File: src/rtl/clock_gate_ctrl.sv
// rtl/clock_gate_ctrl.sv - activity-based clock-gate enable controller with four-phase wake handshake
// Optional gated-cycle statistics counter is built when CG_STATS_EN is defined.
module clock_gate_ctrl #(
  parameter int IDLE_CYCLES = 16,
  parameter int WAKE_CYCLES = 2,
  parameter int CNT_W       = 8
) (
  input  logic        clk,
  input  logic        rst_n,
  input  logic        busy,
  input  logic        gate_allow,
  input  logic        wake_req,
  output logic        enable,
  output logic        wake_ack,
  output logic        gated
`ifdef CG_STATS_EN
  ,
  output logic [15:0] gated_cycles
`endif
);

  typedef enum logic [1:0] {
    ST_RUN   = 2'd0,
    ST_GATED = 2'd1,
    ST_WAKE  = 2'd2
  } state_e;

  localparam logic [CNT_W-1:0] IDLE_LIM = CNT_W'(IDLE_CYCLES);
  localparam logic [CNT_W-1:0] WAKE_LIM = CNT_W'(WAKE_CYCLES);

  state_e           state_q, state_d;
  logic [CNT_W-1:0] cnt_q, cnt_d, cnt_inc;
  logic             enable_q, wake_ack_q, gated_q;

  assign cnt_inc = cnt_q + 1'b1;

  // One counter is shared: idle run-length in RUN, enable hold time in WAKE.
  always_comb begin
    state_d = state_q;
    cnt_d   = cnt_q;
    unique case (state_q)
      ST_RUN: begin
        if (busy || wake_req || !gate_allow) begin
          cnt_d = '0;
        end else if (cnt_inc == IDLE_LIM) begin
          state_d = ST_GATED;
          cnt_d   = '0;
        end else begin
          cnt_d = cnt_inc;
        end
      end
      ST_GATED: begin
        if (wake_req || !gate_allow) begin
          state_d = ST_WAKE;
          cnt_d   = '0;
        end
      end
      ST_WAKE: begin
        if (cnt_inc == WAKE_LIM) begin
          state_d = ST_RUN;
          cnt_d   = '0;
        end else begin
          cnt_d = cnt_inc;
        end
      end
      default: begin
        state_d = ST_RUN;
        cnt_d   = '0;
      end
    endcase
  end

  // Outputs are registered from the next state so they line up with it.
  always_ff @(posedge clk or negedge rst_n) begin
    if (!rst_n) begin
      state_q    <= ST_RUN;
      cnt_q      <= '0;
      enable_q   <= 1'b1;
      wake_ack_q <= 1'b0;
      gated_q    <= 1'b0;
    end else begin
      state_q    <= state_d;
      cnt_q      <= cnt_d;
      enable_q   <= (state_d != ST_GATED);
      wake_ack_q <= wake_req && (state_d == ST_RUN);
      gated_q    <= (state_d == ST_GATED);
    end
  end

  assign enable   = enable_q;
  assign wake_ack = wake_ack_q;
  assign gated    = gated_q;

`ifdef CG_STATS_EN
  logic [15:0] gated_cycles_q;

  always_ff @(posedge clk or negedge rst_n) begin
    if (!rst_n) begin
      gated_cycles_q <= '0;
    end else if (state_q == ST_GATED && gated_cycles_q != 16'hFFFF) begin
      gated_cycles_q <= gated_cycles_q + 16'd1;
    end
  end

  assign gated_cycles = gated_cycles_q;
`endif

endmodule

File: config.mk
export PLATFORM = sky130hd
export DESIGN_NAME = clock_gate_ctrl
export DESIGN_NICKNAME = d
export VERILOG_FILES = /design/src/rtl/clock_gate_ctrl.sv
export SDC_FILE = /design/constraint.sdc
export NUM_CORES = 1
export LEC_CHECK = 0
export CORE_ASPECT_RATIO = 0.5
export CORE_UTILIZATION = 30
export CTS_CLUSTER_SIZE = 25
export DETAILED_ROUTE_END_ITERATION = 8
export GPL_TIMING_DRIVEN = 1
export PLACE_DENSITY = 0.55
export SKIP_LAST_GASP = 1
export SLEW_MARGIN = 10
export SYNTH_ARGS = -nofsm -noshare
export SYNTH_HDL_FRONTEND = slang
export SYNTH_SLANG_ARGS = --single-unit
File: constraint.sdc
create_clock -name clk -period 2.2 [get_ports clk]
set_input_delay 0.33 -clock clk [delete_from_list [all_inputs] [get_ports clk]]
set_output_delay 0.33 -clock clk [all_outputs]
set_load 0.02 [all_outputs]
# After elaboration in Yosys (flattened, before gate mapping)

Index checks and enable logic that the tools add are counted.

Latch bits: 0
Memory bits (read-only): 0
Memories kept: 0
Logic and storage cells: 30
Bits in writable memories: 0
Register bits after elaboration: 13
Input bits: 5
Output and inout port bits: 3

Divide/modulo/power cells: 0
Mux-type cells: 10
$lt $le $gt $ge: 0
Add/subtract/negate cells: 1
Shift-type cells: 0
Equality and inequality tests: 7
Multipliers: 0
Reduce and logical (&&, ||, !) cells: 7
Bitwise gates (word level): 0

Operators with widths:

| operator                                               | number |
|---|---|
| 2-to-1 mux 8 bit                                       | 4 |
| case mux 8 bit (3 select lines)                        | 1 |
| adder 8 x 1 -> 8 bit (second input constant)           | 1 |
| equality test 8 x 2 -> 1 bit (second input constant)   | 1 |
| equality test 8 x 5 -> 1 bit (second input constant)   | 1 |
| 2-to-1 mux 2 bit                                       | 4 |
| case mux 2 bit (3 select lines)                        | 1 |
| equality test 2 x 1 -> 1 bit (second input constant)   | 2 |
| logical NOT 2 bit                                      | 2 |
| logical OR 1 bit                                       | 3 |
| equality test 2 bit (second input constant)            | 1 |
| inequality test 2 x 1 -> 1 bit (second input constant) | 1 |
| inequality test 2 bit (second input constant)          | 1 |
| logical AND 1 bit                                      | 1 |
| logical NOT 1 bit                                      | 1 |

# Longest topological paths before layout

Word-level depth: 7
Gate-level depth with buffers: 8
Depth with buffers taken out: 7

# Worst setup path after synthesis

No wires, ideal clock.

Path type: flip-flop to flip-flop
Start point: register cnt_q[0]
End point: register cnt_q[6]
Arrival: 1.680 ns
Data required time: 2.072 ns
Cell stages (with the launch flop): 9
Clock period less this slack: 1.809 ns
Library setup time: 0.128 ns
Slack: 0.391 ns
Path buffers: 1
Cell sequence: dfrtp_1 > ha_1 > buf_2 > and2_1 > a21oi_1 > o32ai_2 > a31oi_2 > a41oi_2 > o22ai_1

Longest elaborated chain between the ends: 5

Ends and longest elaborated chain:

| element                           | line | source |
|---|---|---|
| start: declaration                | 32   | `logic [CNT_W-1:0] cnt_q, cnt_d, cnt_inc;` |
| start signal: assignment          | 83   | `cnt_q <= cnt_d;` |
| adder 8 x 1 -> 8 bit *            | 35   | `assign cnt_inc = cnt_q + 1'b1;` |
| equality test 8 x 5 -> 1 bit      | 45   | `end else if (cnt_inc == IDLE_LIM) begin` |
| 2-to-1 mux 8 bit                  | 45   |  |
| 2-to-1 mux 8 bit                  | 43   | `if (busy \|\| wake_req \|\| !gate_allow) begin` |
| case mux 8 bit (3 select lines) * | 41   | `unique case (state_q)` |

Mark *: on every way between the ends. The rest lies on a longest branch, timed or not.
A chain may end at the register's enable or synchronous reset.

# Worst setup path after layout

Ends and elaborated chain as after synthesis.

==> run summary <==
outcome: finished clean
area taken by flip-flops and latches: 327 µm²
final-report max-slew violation count: 0
width of the die: 77.5 µm
CTS Buf Count: 3
largest net degree at the start of global routing: 14
count of clock tree sinks: 13
layout overhead on the synthesized area: 19.4%
worst path required time: 2.33 ns
number of synthesized register bits: 13
overall global routing resource usage: 0.135
fraction of the mapped netlist area in compound gates: 0.197
Crit Reg-Reg Endpoint: cnt_q[6]
number of antenna violations at the first check in global routing: 0
global-route wire length before repair: 2910 µm
peak supply drop: 0.000261 V
die extent in y: 39.8 µm
vias per inst: 4.90
count of vias placed by the detailed router: 666
NetSw: 0.111 mW
clk slew on worst S/H paths: 0.05 ns
total number of nets in the final design: 108
total of hold buffers inserted after clock tree synthesis: 0
maximum root-to-sink buffer count: 2
number of design rule violations left after detail routing: 0
Post-Syn Instances: 88
proportion of synthesized chip area in sequential cells: 0.382
CTS tree: done
area enclosed by the die boundary: 3080 µm²
startpoint type of the worst setup path: flop
number of warnings issued by yosys: 0
Filler cells: 269
part of the power in the clock network: 0.437
slowest stage delay, CP: 0.39 ns
Critical Path Sink Type: flop
post-layout util: 0.386
DRC marker count from the first detailed-route iteration: 23
endpoint arrival time on the critical path: 2.06 ns
adder-cell share of the synthesized area: 0.0439
number of nets with antenna violations after routing: 0
CP Buf/Inv Count: 0
area of the multi-input gates: 508 µm²
post-synthesis simple-gate area fraction: 0.291
Syn Nets: 96
H-tree depth: 1
cell with the largest stage delay on the worst path: sky130_fd_sc_hd__o32ai_2
share of total power in combinational logic: 0.076
mapped cell area: 856 µm²
crit share post-route: 0.880
final number of setup-violating endpoints: 0
critical path cell sequence: ha_1 > and2_1 > a21oi_1 > o32ai_2 > a31oi_2 > a41oi_2 > o22ai_1
shortest period the worst path allows: 1.94 ns
mux contribution to synthesized area: 0.0117
clock skew after layout: 0.000582 ns
Switching Share: 0.223
post-layout worst setup margin: 0.265 ns
Core Footprint: 2650 µm²
Pre-Repair DR Iteration Count: 4
transition time at the pin with the least slew margin: 0.708 ns
maximum net fanout on the critical path: 8
count of maximum capacitance violations: 0
row count: 13
clock root buffer master: sky130_fd_sc_hd__clkbuf_8
overall routed net length: 1750 µm
unrepaired setup endpoints after global routing: false
fraction of final layout cells sized beyond drive strength 1: 0.192
source of the worst register-to-register timing path: cnt_q[0]
commonest non-fill, non-tap cell in the layout: sky130_fd_sc_hd__dfrtp_1
normalized max-slew margin: 0.526
Lkg Pwr: 0.429 nW
final global-route overflow total: 0
number of setup buffers added after CTS: 0
Clock Latency Late Sink: 0.25 ns
number of library cell types mapped by synthesis: 43
Initial Utilization: 0.323
number of gates given a new drive strength after cts: 0
register-to-register path setup slack: 0.26 ns
xor/xnor cell area share of the yosys netlist: 0.0497
main combinational cell family by area after synthesis: simple AND/OR/NAND/NOR gates
Final Hold Fails: 0
worst hold path type: input pin to asynchronous set/reset pin
total of buffers placed on input and output ports: 7
classification of the worst setup path: flop to flop
P_int: 0.387 mW
detailed placement HPWL: 1320 µm
ratio of total power to cell area: 488 nW/µm²
Routed wire per std cell: 12.9 µm
sequential group share of total power: 0.487
cell class contributing the biggest share of worst-path delay: compound AO/OA/AOI/OAI gates
IO Count: 8
cells on worst reg2reg path: 7
Placement Setup Slack: 0.192 ns
number of antenna diodes: 0
most used cells in the layout excluding fill and tap cells: sky130_fd_sc_hd__dfrtp_1 (12), sky130_fd_sc_hd__nand2_1 (10), sky130_fd_sc_hd__clkdlybuf4s50_1 (7)
number of global-route vias before repair: 579
Mean Syn Cell Area: 9.73 µm²
achievable frequency: 517 MHz
routability congestion estimate from global placement: 0.766
setup TNS after final layout: 0 ns
registers in the layout, summed over array words and instances, names as in the netlist:
signal and cells:
state_q 2, wake_ack 1, enable 1, gated 1
cnt_q 8
cell type report:
type                    instances  area share
multi-input cells              70       0.497
flip-flops and latches         13       0.319
repair buffers                  9      0.0832
well taps                      37      0.0453
clock buffers                   4      0.0441
inverters                       3      0.0110
metal layers:
metal / vias to the layer above / share of wire / wire (µm) / track usage
li1: 339 / - / - / -
met1: 315 / 0.54 / 949 / 0.180
met2: 9 / 0.41 / 719 / 0.201
met3: 3 / 0.035 / 62 / 0.0558
met4: 0 / 0.011 / 19 / 0.0283
met5: - / 0 / 0 / 0
per-stage QoR:
stage	instances	hold WS [ns]	cell area, µm²	total power [mW]
CTS	136	0.503	1020	0.510
global placement	132	0.565	977	0.285
floorplan	88	0.0344	856	0.265
detailed placement	132	0.564	977	0.285
global route	136	0.532	1020	0.522
finish	136	0.478	1020	0.499
cell families (layout without fill, tap and decap cells):
| family | count (synthesis) | after routing |
|---|---|---|
| buffers and inverters | 5 | 16 |
| adder cells (fa/ha/maj) | 3 | 3 |
| AND/OR/NAND/NOR | 40 | 40 |
| AO/OA/AOI/OAI | 22 | 22 |
| XOR/XNOR | 4 | 4 |
| multiplexers | 1 | 1 |
| flip-flops | 13 | 13 |
synthesized netlist by cell type (all sizes together):
cell type | count | area [µm²]
a31oi | 2 | 18.8
dfrtp | 12 | 300
nor2b | 1 | 6.26
a21oi | 2 | 10.0
o21bai | 1 | 7.51
nand4 | 2 | 18.8
nor3 | 1 | 5.00
and2 | 3 | 18.8
nor3b | 2 | 20.0
buf | 2 | 10.0
o2111ai | 1 | 8.76
or2 | 1 | 6.26
a211o | 1 | 8.76
nor4 | 1 | 21.3
o21a | 1 | 7.51
and4 | 1 | 8.76
a21o | 2 | 15.0
dfstp | 1 | 26.3
o21ai | 7 | 38.8
nand2b | 3 | 18.8
o32ai | 1 | 16.3
o22ai | 1 | 6.26
o31ai | 2 | 15.0
mux2i | 1 | 10.0
inv | 3 | 11.3
and3 | 3 | 25.0
a41oi | 1 | 16.3
nand2 | 10 | 37.5
ha | 3 | 37.5
nand3b | 1 | 7.51
xnor2 | 4 | 42.6
nor2 | 4 | 15.0
nand3 | 7 | 40.0
power by group through the flow:
| stage | Combinational (mW) | Clock (mW) | Sequential [mW] |
|---|---|---|---|
| floorplan | 0.0152 | 0 | 0.250 |
| global placement | 0.0380 | 0 | 0.247 |
| detailed placement | 0.0379 | 0 | 0.247 |
| CTS | 0.0383 | 0.229 | 0.243 |
| global route | 0.0419 | 0.237 | 0.243 |
| finish | 0.0377 | 0.218 | 0.243 |
worst max path at each step:
stage,endpoint,depth (start not counted),from
2_1_floorplan,cnt_q[6],8,cnt_q[0]
3_3_place_gp,cnt_q[6],7,wake_req
3_5_place_dp,cnt_q[4],7,wake_req
4_1_cts,cnt_q[6],7,cnt_q[0]
5_1_grt,cnt_q[6],7,cnt_q[0]
6_report,cnt_q[6],7,cnt_q[0]
Power figures use the tool's default switching activity.
